## src/rtl/issue_scoreboard.sv

```systemverilog
// issue_scoreboard: decode-to-execute issue register with a 32-entry write scoreboard.
// Ports:
//   clk, rst_n                   clock, asynchronous active-low reset
//   id_valid/id_ready            decode handshake; id_rs1/rs2/rd, id_use_rs1/rs2, id_regwen, id_payload
//   ex_valid/ex_ready            execute handshake; ex_rd, ex_regwen, ex_payload are registered
//   wb_valid, wb_rd              register write completion
//   flush                        kill the issue-register and decode instructions
//   outstanding, busy, err       in-flight writer count, activity flag, sticky protocol error
module issue_scoreboard #(
    parameter int PAYLOAD_W = 96,
    parameter int MAX_OUT   = 4
) (
    input  logic                           clk,
    input  logic                           rst_n,
    input  logic                           id_valid,
    output logic                           id_ready,
    input  logic [4:0]                     id_rs1,
    input  logic [4:0]                     id_rs2,
    input  logic [4:0]                     id_rd,
    input  logic                           id_use_rs1,
    input  logic                           id_use_rs2,
    input  logic                           id_regwen,
    input  logic [PAYLOAD_W-1:0]           id_payload,
    output logic                           ex_valid,
    input  logic                           ex_ready,
    output logic [4:0]                     ex_rd,
    output logic                           ex_regwen,
    output logic [PAYLOAD_W-1:0]           ex_payload,
    input  logic                           wb_valid,
    input  logic [4:0]                     wb_rd,
    input  logic                           flush,
    output logic [$clog2(MAX_OUT+1)-1:0]   outstanding,
    output logic                           busy,
    output logic                           err
);
    localparam int CW = $clog2(MAX_OUT+1);
    logic                 ex_valid_q, ex_valid_d;
    logic [4:0]           ex_rd_q, ex_rd_d;
    logic                 ex_regwen_q, ex_regwen_d;
    logic [PAYLOAD_W-1:0] ex_payload_q, ex_payload_d;
    logic [31:0]          sb_q, sb_d;
    logic [CW-1:0]        out_q, out_d;
    logic                 err_q, err_d;
    logic [31:0]          wb_hot, pend, clr_hot, set_hot;
    logic                 ex_w, hazard, full, id_acc, ex_acc, wb_ok, dec;
    always_comb begin
        ex_w    = ex_valid_q && ex_regwen_q;
        wb_hot  = wb_valid ? (32'd1 << wb_rd) : '0;
        // A writeback this cycle bypasses its bit; the writer sitting in the issue
        // register is treated as already pending.
        pend    = (sb_q & ~wb_hot) | (ex_w ? (32'd1 << ex_rd_q) : '0);
        hazard  = (id_use_rs1 && id_rs1 != 5'd0 && pend[id_rs1])
               || (id_use_rs2 && id_rs2 != 5'd0 && pend[id_rs2])
               || (id_regwen && id_rd != 5'd0 && pend[id_rd]);
        // Uses the pre-writeback count, so a same-cycle writeback does not unblock.
        full    = ({1'b0, out_q} + (CW+1)'(ex_w)) >= (CW+1)'(MAX_OUT);
        id_ready = !flush && !hazard && !full && (!ex_valid_q || ex_ready);
        id_acc  = id_valid && id_ready;
        ex_acc  = ex_valid_q && ex_ready && !flush;
        wb_ok   = wb_valid && wb_rd != 5'd0;
        dec     = wb_ok && out_q != '0;
        clr_hot = wb_ok ? wb_hot : '0;
        set_hot = (ex_acc && ex_regwen_q) ? (32'd1 << ex_rd_q) : '0;
        // Clear before set so a simultaneous set of the same bit wins.
        sb_d    = ((sb_q & ~clr_hot) | set_hot) & ~32'd1;
        out_d   = out_q + CW'(ex_acc && ex_regwen_q) - CW'(dec);
        err_d   = err_q || (wb_valid && ((wb_rd != 5'd0 && !sb_q[wb_rd]) || out_q == '0));
        ex_valid_d   = flush ? 1'b0 : id_acc ? 1'b1 : ex_acc ? 1'b0 : ex_valid_q;
        ex_rd_d      = id_acc ? id_rd : ex_rd_q;
        ex_regwen_d  = id_acc ? (id_regwen && id_rd != 5'd0) : ex_regwen_q;
        ex_payload_d = id_acc ? id_payload : ex_payload_q;
    end
    always_ff @(posedge clk or negedge rst_n) begin
        if (!rst_n) begin
            ex_valid_q   <= 1'b0;
            ex_rd_q      <= '0;
            ex_regwen_q  <= 1'b0;
            ex_payload_q <= '0;
            sb_q         <= '0;
            out_q        <= '0;
            err_q        <= 1'b0;
        end else begin
            ex_valid_q   <= ex_valid_d;
            ex_rd_q      <= ex_rd_d;
            ex_regwen_q  <= ex_regwen_d;
            ex_payload_q <= ex_payload_d;
            sb_q         <= sb_d;
            out_q        <= out_d;
            err_q        <= err_d;
        end
    end
    assign ex_valid    = ex_valid_q;
    assign ex_rd       = ex_rd_q;
    assign ex_regwen   = ex_regwen_q;
    assign ex_payload  = ex_payload_q;
    assign outstanding = out_q;
    assign busy        = ex_valid_q || out_q != '0;
    assign err         = err_q;
endmodule
```

## config.mk

```make
export PLATFORM = sky130hd
export DESIGN_NAME = issue_scoreboard
export DESIGN_NICKNAME = d
export VERILOG_FILES = /design/src/rtl/issue_scoreboard.sv
export SDC_FILE = /design/constraint.sdc
export NUM_CORES = 1
export LEC_CHECK = 0
export ABC_AREA = 0
export BUFFER_PORTS_ARGS = -buffer_cell sky130_fd_sc_hd__buf_4
export CAP_MARGIN = 10
export CELL_PAD_IN_SITES_DETAIL_PLACEMENT = 1
export CELL_PAD_IN_SITES_GLOBAL_PLACEMENT = 2
export CORE_ASPECT_RATIO = 1.25
export CORE_MARGIN = 3
export CORE_UTILIZATION = 32
export DETAILED_ROUTE_END_ITERATION = 12
export GPL_TIMING_DRIVEN = 1
export PLACE_DENSITY = 0.84
export SYNTH_ARGS = -nofsm -noshare
export SYNTH_HDL_FRONTEND = slang
export SYNTH_SLANG_ARGS = --single-unit
```

## constraint.sdc

```tcl
create_clock -name clk -period 3.6 [get_ports clk]
set_input_delay 0 -clock clk [delete_from_list [all_inputs] [get_ports clk]]
set_output_delay 0 -clock clk [all_outputs]
set_load 0.05 [all_outputs]
```

After elaboration in Yosys (flattened, before gate mapping)
Cells that the tools add are included.
Cells by class
  add/subtract/negate cells: 3
  order comparisons: 5
  shift operators: 2
  muxes and demuxes: 15
  bitwise gates (word level): 6
  reductions and logical operators: 36
Operator list (number)
  two-way mux 32 bit: 4
  AND 32 bit: 2
  NOT 32 bit: 2
  OR 32 bit: 2
  << shifter 1 x 5 -> 32 bit (first input constant): 2
  < comparator 5 x 6 -> 1 bit (second input constant): 4
  binary-select mux 1 bit (select 5 bit): 4
  nonzero test 5 bit: 4
  logical AND 1 bit: 18
  two-way mux 1 bit: 7
  logical OR 1 bit: 6
  nonzero test 3 bit: 2
  logical NOT 1 bit: 5
  adder 3 x 1 -> 4 bit: 1
  >= comparator 4 x 3 -> 1 bit (second input constant): 1
  adder 3 x 1 -> 3 bit: 1
  logical NOT 3 bit: 1
  subtractor 3 x 1 -> 3 bit: 1
Storage, ports and cells
  bits in registers: 138

Depth between registers and ports, before layout
  depth in word-level cells: 17
  depth in mapped cells: 12
  depth with buffers taken out: 9

Least setup slack after synthesis
Ideal clock, no wire load.
  path kind: register to register
  start: register ex_rd_q[1] (netlist: ex_rd[1])
  end: register ex_payload_q[0] (netlist: ex_payload[0])
  setup time: 125 ps
  arrival time: 2921 ps
  data required time: 3475 ps
  setup slack: 554 ps
  stages on the path, launching flop included: 12
  path buffers: 3
  clock period less this slack: 3046 ps
  cells stage by stage: dfrtp_1 -> clkbuf_1 -> nor2b_1 -> nand3_1 -> a32oi_1 -> nor3_1 -> o41ai_1 -> nand4_1 -> nand4bb_4 -> buf_6 -> buf_6 -> mux2_4
Between the ends
  word-level cells in the longest chain between the ends: 13
  elaborated cells between the ends (all ways): 19
RTL lines
  start, declared: RTL line 38  | logic [4:0] ex_rd_q, ex_rd_d;
  start signal, assigned: RTL line 84  | ex_rd_q <= ex_rd_d;
  << shifter 1 x 5 -> 32 bit *: RTL line 51  | pend = (sb_q & ~wb_hot) | (ex_w ? (32'd1 << ex_rd_q) : '0);
  two-way mux 32 bit *: RTL line 51
  OR 32 bit *: RTL line 51
  binary-select mux 1 bit (select 5 bit) (on tied branches): RTL line 52, 53
  two-way mux 1 bit (on tied branches): RTL line 52, 53
  logical AND 1 bit (on tied branches): RTL line 52, 53
  logical OR 1 bit: RTL line 53  | || (id_use_rs2 && id_rs2 != 5'd0 && pend[id_rs2])
  logical OR 1 bit *: RTL line 54  | || (id_regwen && id_rd != 5'd0 && pend[id_rd]);
  logical NOT 1 bit *: RTL line 57  | id_ready = !flush && !hazard && !full && (!ex_valid_q || ex_ready);
  logical AND 1 bit * (3 in a row): RTL line 57
  logical AND 1 bit *: RTL line 58  | id_acc = id_valid && id_ready;
  end signal, assigned: RTL line 86  | ex_payload_q <= ex_payload_d;
  end, declared: RTL line 40  | logic [PAYLOAD_W-1:0] ex_payload_q, ex_payload_d;
Mark *: on every way between the ends. The rest lies on a longest branch, timed or not. The select of a mux whose other input is x is not followed.
A chain may end at the register's enable or synchronous reset.

Worst setup path in the final report
  start: register ex_rd_q[2] (netlist: ex_rd[2])
  end: register ex_valid_q (netlist: ex_valid)
Between the ends
  word-level cells in the longest chain between the ends: 15
  elaborated cells between the ends (all ways): 22
RTL lines
  << shifter 1 x 5 -> 32 bit *: RTL line 51
  two-way mux 32 bit *: RTL line 51
  OR 32 bit *: RTL line 51
  binary-select mux 1 bit (select 5 bit) (on tied branches): RTL line 52, 53
  two-way mux 1 bit (on tied branches): RTL line 52, 53
  logical AND 1 bit (on tied branches): RTL line 52, 53
  logical OR 1 bit: RTL line 53
  logical OR 1 bit *: RTL line 54
  logical NOT 1 bit *: RTL line 57
  logical AND 1 bit * (3 in a row): RTL line 57
  logical AND 1 bit *: RTL line 58
  two-way mux 1 bit (2 in a row): RTL line 68  | ex_valid_d = flush ? 1'b0 : id_acc ? 1'b1 : ex_acc ? 1'b0 : ex_valid_q;
  end signal, assigned: RTL line 83  | ex_valid_q <= ex_valid_d;
  end, declared: RTL line 37  | logic ex_valid_q, ex_valid_d;
Marked as above.

==> impl_metrics.toml <==
[clocking]
clk_pin_slew_ns = 0.07
cts.sink_count = 138
cts_tree = "done"
cts_buffer_depth = 2
ctsRootBufferMaster = "clkbuf_16"
numCtsBuffers = 17
cts_htree_levels = 4
clock_latency_ns = 0.43

[timing]
setup-violations-final = 0
worstMarginPinSlew_ns = 0.872
hold_violations = 0
slew_viol_final = 0
max_slew_margin_pct = 41.8
rsz0062_at_grt = "no"
min_period_over_period_pct = 95.7
min_period_ns = 3.44
max_freq_ghz = 0.290
setup-tns-final_ns = 0
fin_skew_ns = 0.0209

[synthesis]
synth_compound_area_share_pct = 12.9
netlist_area_sq_um = 7430
synth_edf_count = 0
synth_xor_area_share_pct = 0.236
synth.mux.area_fraction_pct = 22.0
synth_top_family_by_area = "multiplexers"
synth_cell_types = 62
synthAdderAreaFrac_pct = 0.775
ys_ff_latch = 138
yosys.area_share.simple_pct = 13.9
ys_async_sr_fraction_pct = 100
synth.avg_cell_area_sq_um = 11.5
synth-warning-count = 0
syn_inst = 647
synth_seq_area_share_pct = 46.5
synth.net_count = 776
ys.flop_type = "dfrtp_1"

[power]
leakagePower_nw = 5.25
power_mw = 9.81
irDropWorstVdd_mv = 0.698
power_density_nw_per_um2 = 878

[worst_setup_path]
cp_cell_sequence = "buf_4, nor2b_1, nand3_1, a32oi_1, nor3_1, o41ai_1, nand4_1, nand4bb_4, buf_12, a21oi_1, dlygate4sd3_1"
r2r_slack_ns = 0.16
r2r_end = "ex_valid"
critPathSlowestCell = "dlygate4sd3_1"
critPathMaxStageDelay_ns = 0.56
r2r_start = "ex_rd[2]"
setup.worst_path.start = "ex_rd[2]"
path_class = "flop to flop"
required_ns = 3.90
worstPathMaxFanout = 21
crit_path_end_kind = "flop"
arrival_ns = 3.74
worstRegToRegCells = 11
critPathLaunchType = "flop"

[drt]
wl_met2_mm = 16.9
vias = 6913
first_pass_iters = 5
routedWlPerCell_um = 24.9
wl_met1_mm = 11.8
ant_nets = 0
highest_layer = "met4"
drc = 0
vias_per_cell = 5.41
route.met3.wl_mm = 2.00
drt_iter0_markers = 274
routed_wl_mm = 31.8

[layout]
fin_nets = 1111
area_growth_pct = 50.4
final.fill_count = 2368
layout-drive-gt1-share_pct = 37.8
diodes = 0

[floorplanning]
rows = 61
die_area_sq_um = 25100
core-area_sq_um = 22500
die_height_um = 176
die_x_um = 142
pin_count = 234
initial_utilization_pct = 33.0

[placed_design]
place_congestion = 0.917
hpwlAfterDp_mm = 21.4
port_buffers = 233

[min_path]
min_delay_path_depth = 4
hp-class = "input pin to flop"
hold_start = "wb_rd[4]"
min_to = "err"

[grt]
grt_pass1_vias = 7878
antenna_found_initial = 0
grt-ovfl-total = 0
grt_max_degree = 90
track_usage_pct = 25.2
grt_first_pass_wirelength_mm = 48.1

[run_status]
run_status = "finished, final reports clean"

[run]
max_cap_violations = 0
how the worst max path moves through the flow:
stage / to / depth (start not counted) / slack, ns
2_1_floorplan: ex_payload[0] / 11 / 0.55
3_3_place_gp: ex_payload[58] / 9 / 0.41
3_5_place_dp: ex_payload[81] / 9 / 0.37
4_1_cts: ex_valid / 10 / 0.04
5_1_grt: ex_valid / 11 / 0.03
6_report: ex_valid / 11 / 0.16
cell usage after synthesis, types with 4 or more instances:
master	number	share of area, %
o21ai_0	58	3.9
nand2b_1	10	0.84
or2_2	7	0.59
o211ai_1	12	1.2
a21oi_1	21	1.4
nor2_1	13	0.66
nand4_1	19	1.6
nand3b_1	4	0.40
clkbuf_1	23	1.2
buf_6	8	1.2
a211oi_1	4	0.40
nand4b_1	4	0.47
a32oi_1	8	0.94
nand2_1	51	2.6
nor3_1	8	0.54
inv_1	12	0.61
mux2_1	31	4.7
o21ai_1	10	0.67
nor3b_1	5	0.51
dfrtp_1	138	46
nor2b_1	8	0.67
o2111ai_1	6	0.71
buf_2	8	0.54
mux4_2	9	2.7
a31oi_1	6	0.51
mux2_4	70	14
nand3_1	34	2.3
flip-flops by register name, indices dropped and copies added, names as in the netlist:
name / count
ex_regwen: 1
ex_valid: 1
err: 1
ex_payload: 96
outstanding: 3
ex_rd: 5
sb_q: 31
per-stage QoR:
| step | hold slack, ns | instance area, sq um | setup WS (ns) | utilization (%) | std cells |
|---|---|---|---|---|---|
| final | 0.0806 | 11200 | 0.156 | 49.6 | 1278 |
| after CTS | 0.0739 | 11100 | 0.0421 | 49.5 | 1277 |
| after floorplan | -0.296 | 7430 | 0.554 | - | 647 |
| after global placement | 0.131 | 9480 | 0.409 | 42.1 | 1139 |
| after global routing | 0.0842 | 11200 | 0.0319 | 49.6 | 1278 |
| after detailed placement | 0.130 | 9480 | 0.368 | 42.1 | 1139 |
final cells by class:
| type | instances | area [sq um] | area share (%) |
|---|---|---|---|
| multi-input combinational | 455 | 3710 | 33.2 |
| sequential | 138 | 3450 | 30.9 |
| timing repair buffer | 358 | 3010 | 27.0 |
| clock buffer | 17 | 425 | 3.81 |
| tap | 283 | 354 | 3.17 |
| clock inverter | 15 | 174 | 1.56 |
| inverter | 12 | 45.0 | 0.403 |
critical path: cells and delay by family (launching register included):
| kind | cells | cell delay, ns |
|---|---|---|
| buffers and inverters | 3 | 1.01 |
| AOI/OAI and AO/OA | 3 | 0.78 |
| and+or+nand+nor | 5 | 1.02 |
| DFF | 1 | 0.52 |
placed cells by master (no fill, tap or decap), types with 4 or more instances in the layout:
cell type	n
buf_4	247
inv_1	12
o21ai_0	58
a31oi_1	6
clkbuf_16	18
dlygate4sd3_1	106
a21oi_1	21
mux2_1	31
nand2_1	51
nand4_1	19
nor3_1	8
a211oi_1	4
o211ai_1	12
nand3_1	34
o21ai_1	10
nand4b_1	4
o2111ai_1	6
a32oi_1	8
or2_2	7
mux4_2	9
nor2_1	13
nor2b_1	7
nand3b_1	4
nor3b_1	5
dfrtp_1	137
nand2b_1	10
clkinv_4	4
inv_8	6
mux2_4	70
repair_timing:
item                                    CTS  global route
resized for setup                         0             3
hold buffers                            106             0
endpoints found under the setup margin    0             1
hold endpoints to repair                191             0
setup buffers                             0             0
report_power, final:
part           switching (mW)  total, mW  internal, mW
logic                    3.41       5.25          1.84
registers               0.578       2.75          2.18
clock network           0.807       1.80         0.994
cell families (layout without fill, tap and decap cells):
family,after synthesis,in the layout
AOI/OAI and AO/OA,152,152
buffers and inverters,54,402
adders and majority gates,4,4
and+or+nand+nor,184,184
xor gates and xnor gates,2,2
muxes,113,113
DFF,138,138
per-layer routing:
layer  vias up  track usage (%)
met3        61             5.88
met2       304             46.0
li1       3093                -
met4         0             9.68
met1      3455             28.2
met5         -                0
Power figures use the tool's default switching activity.
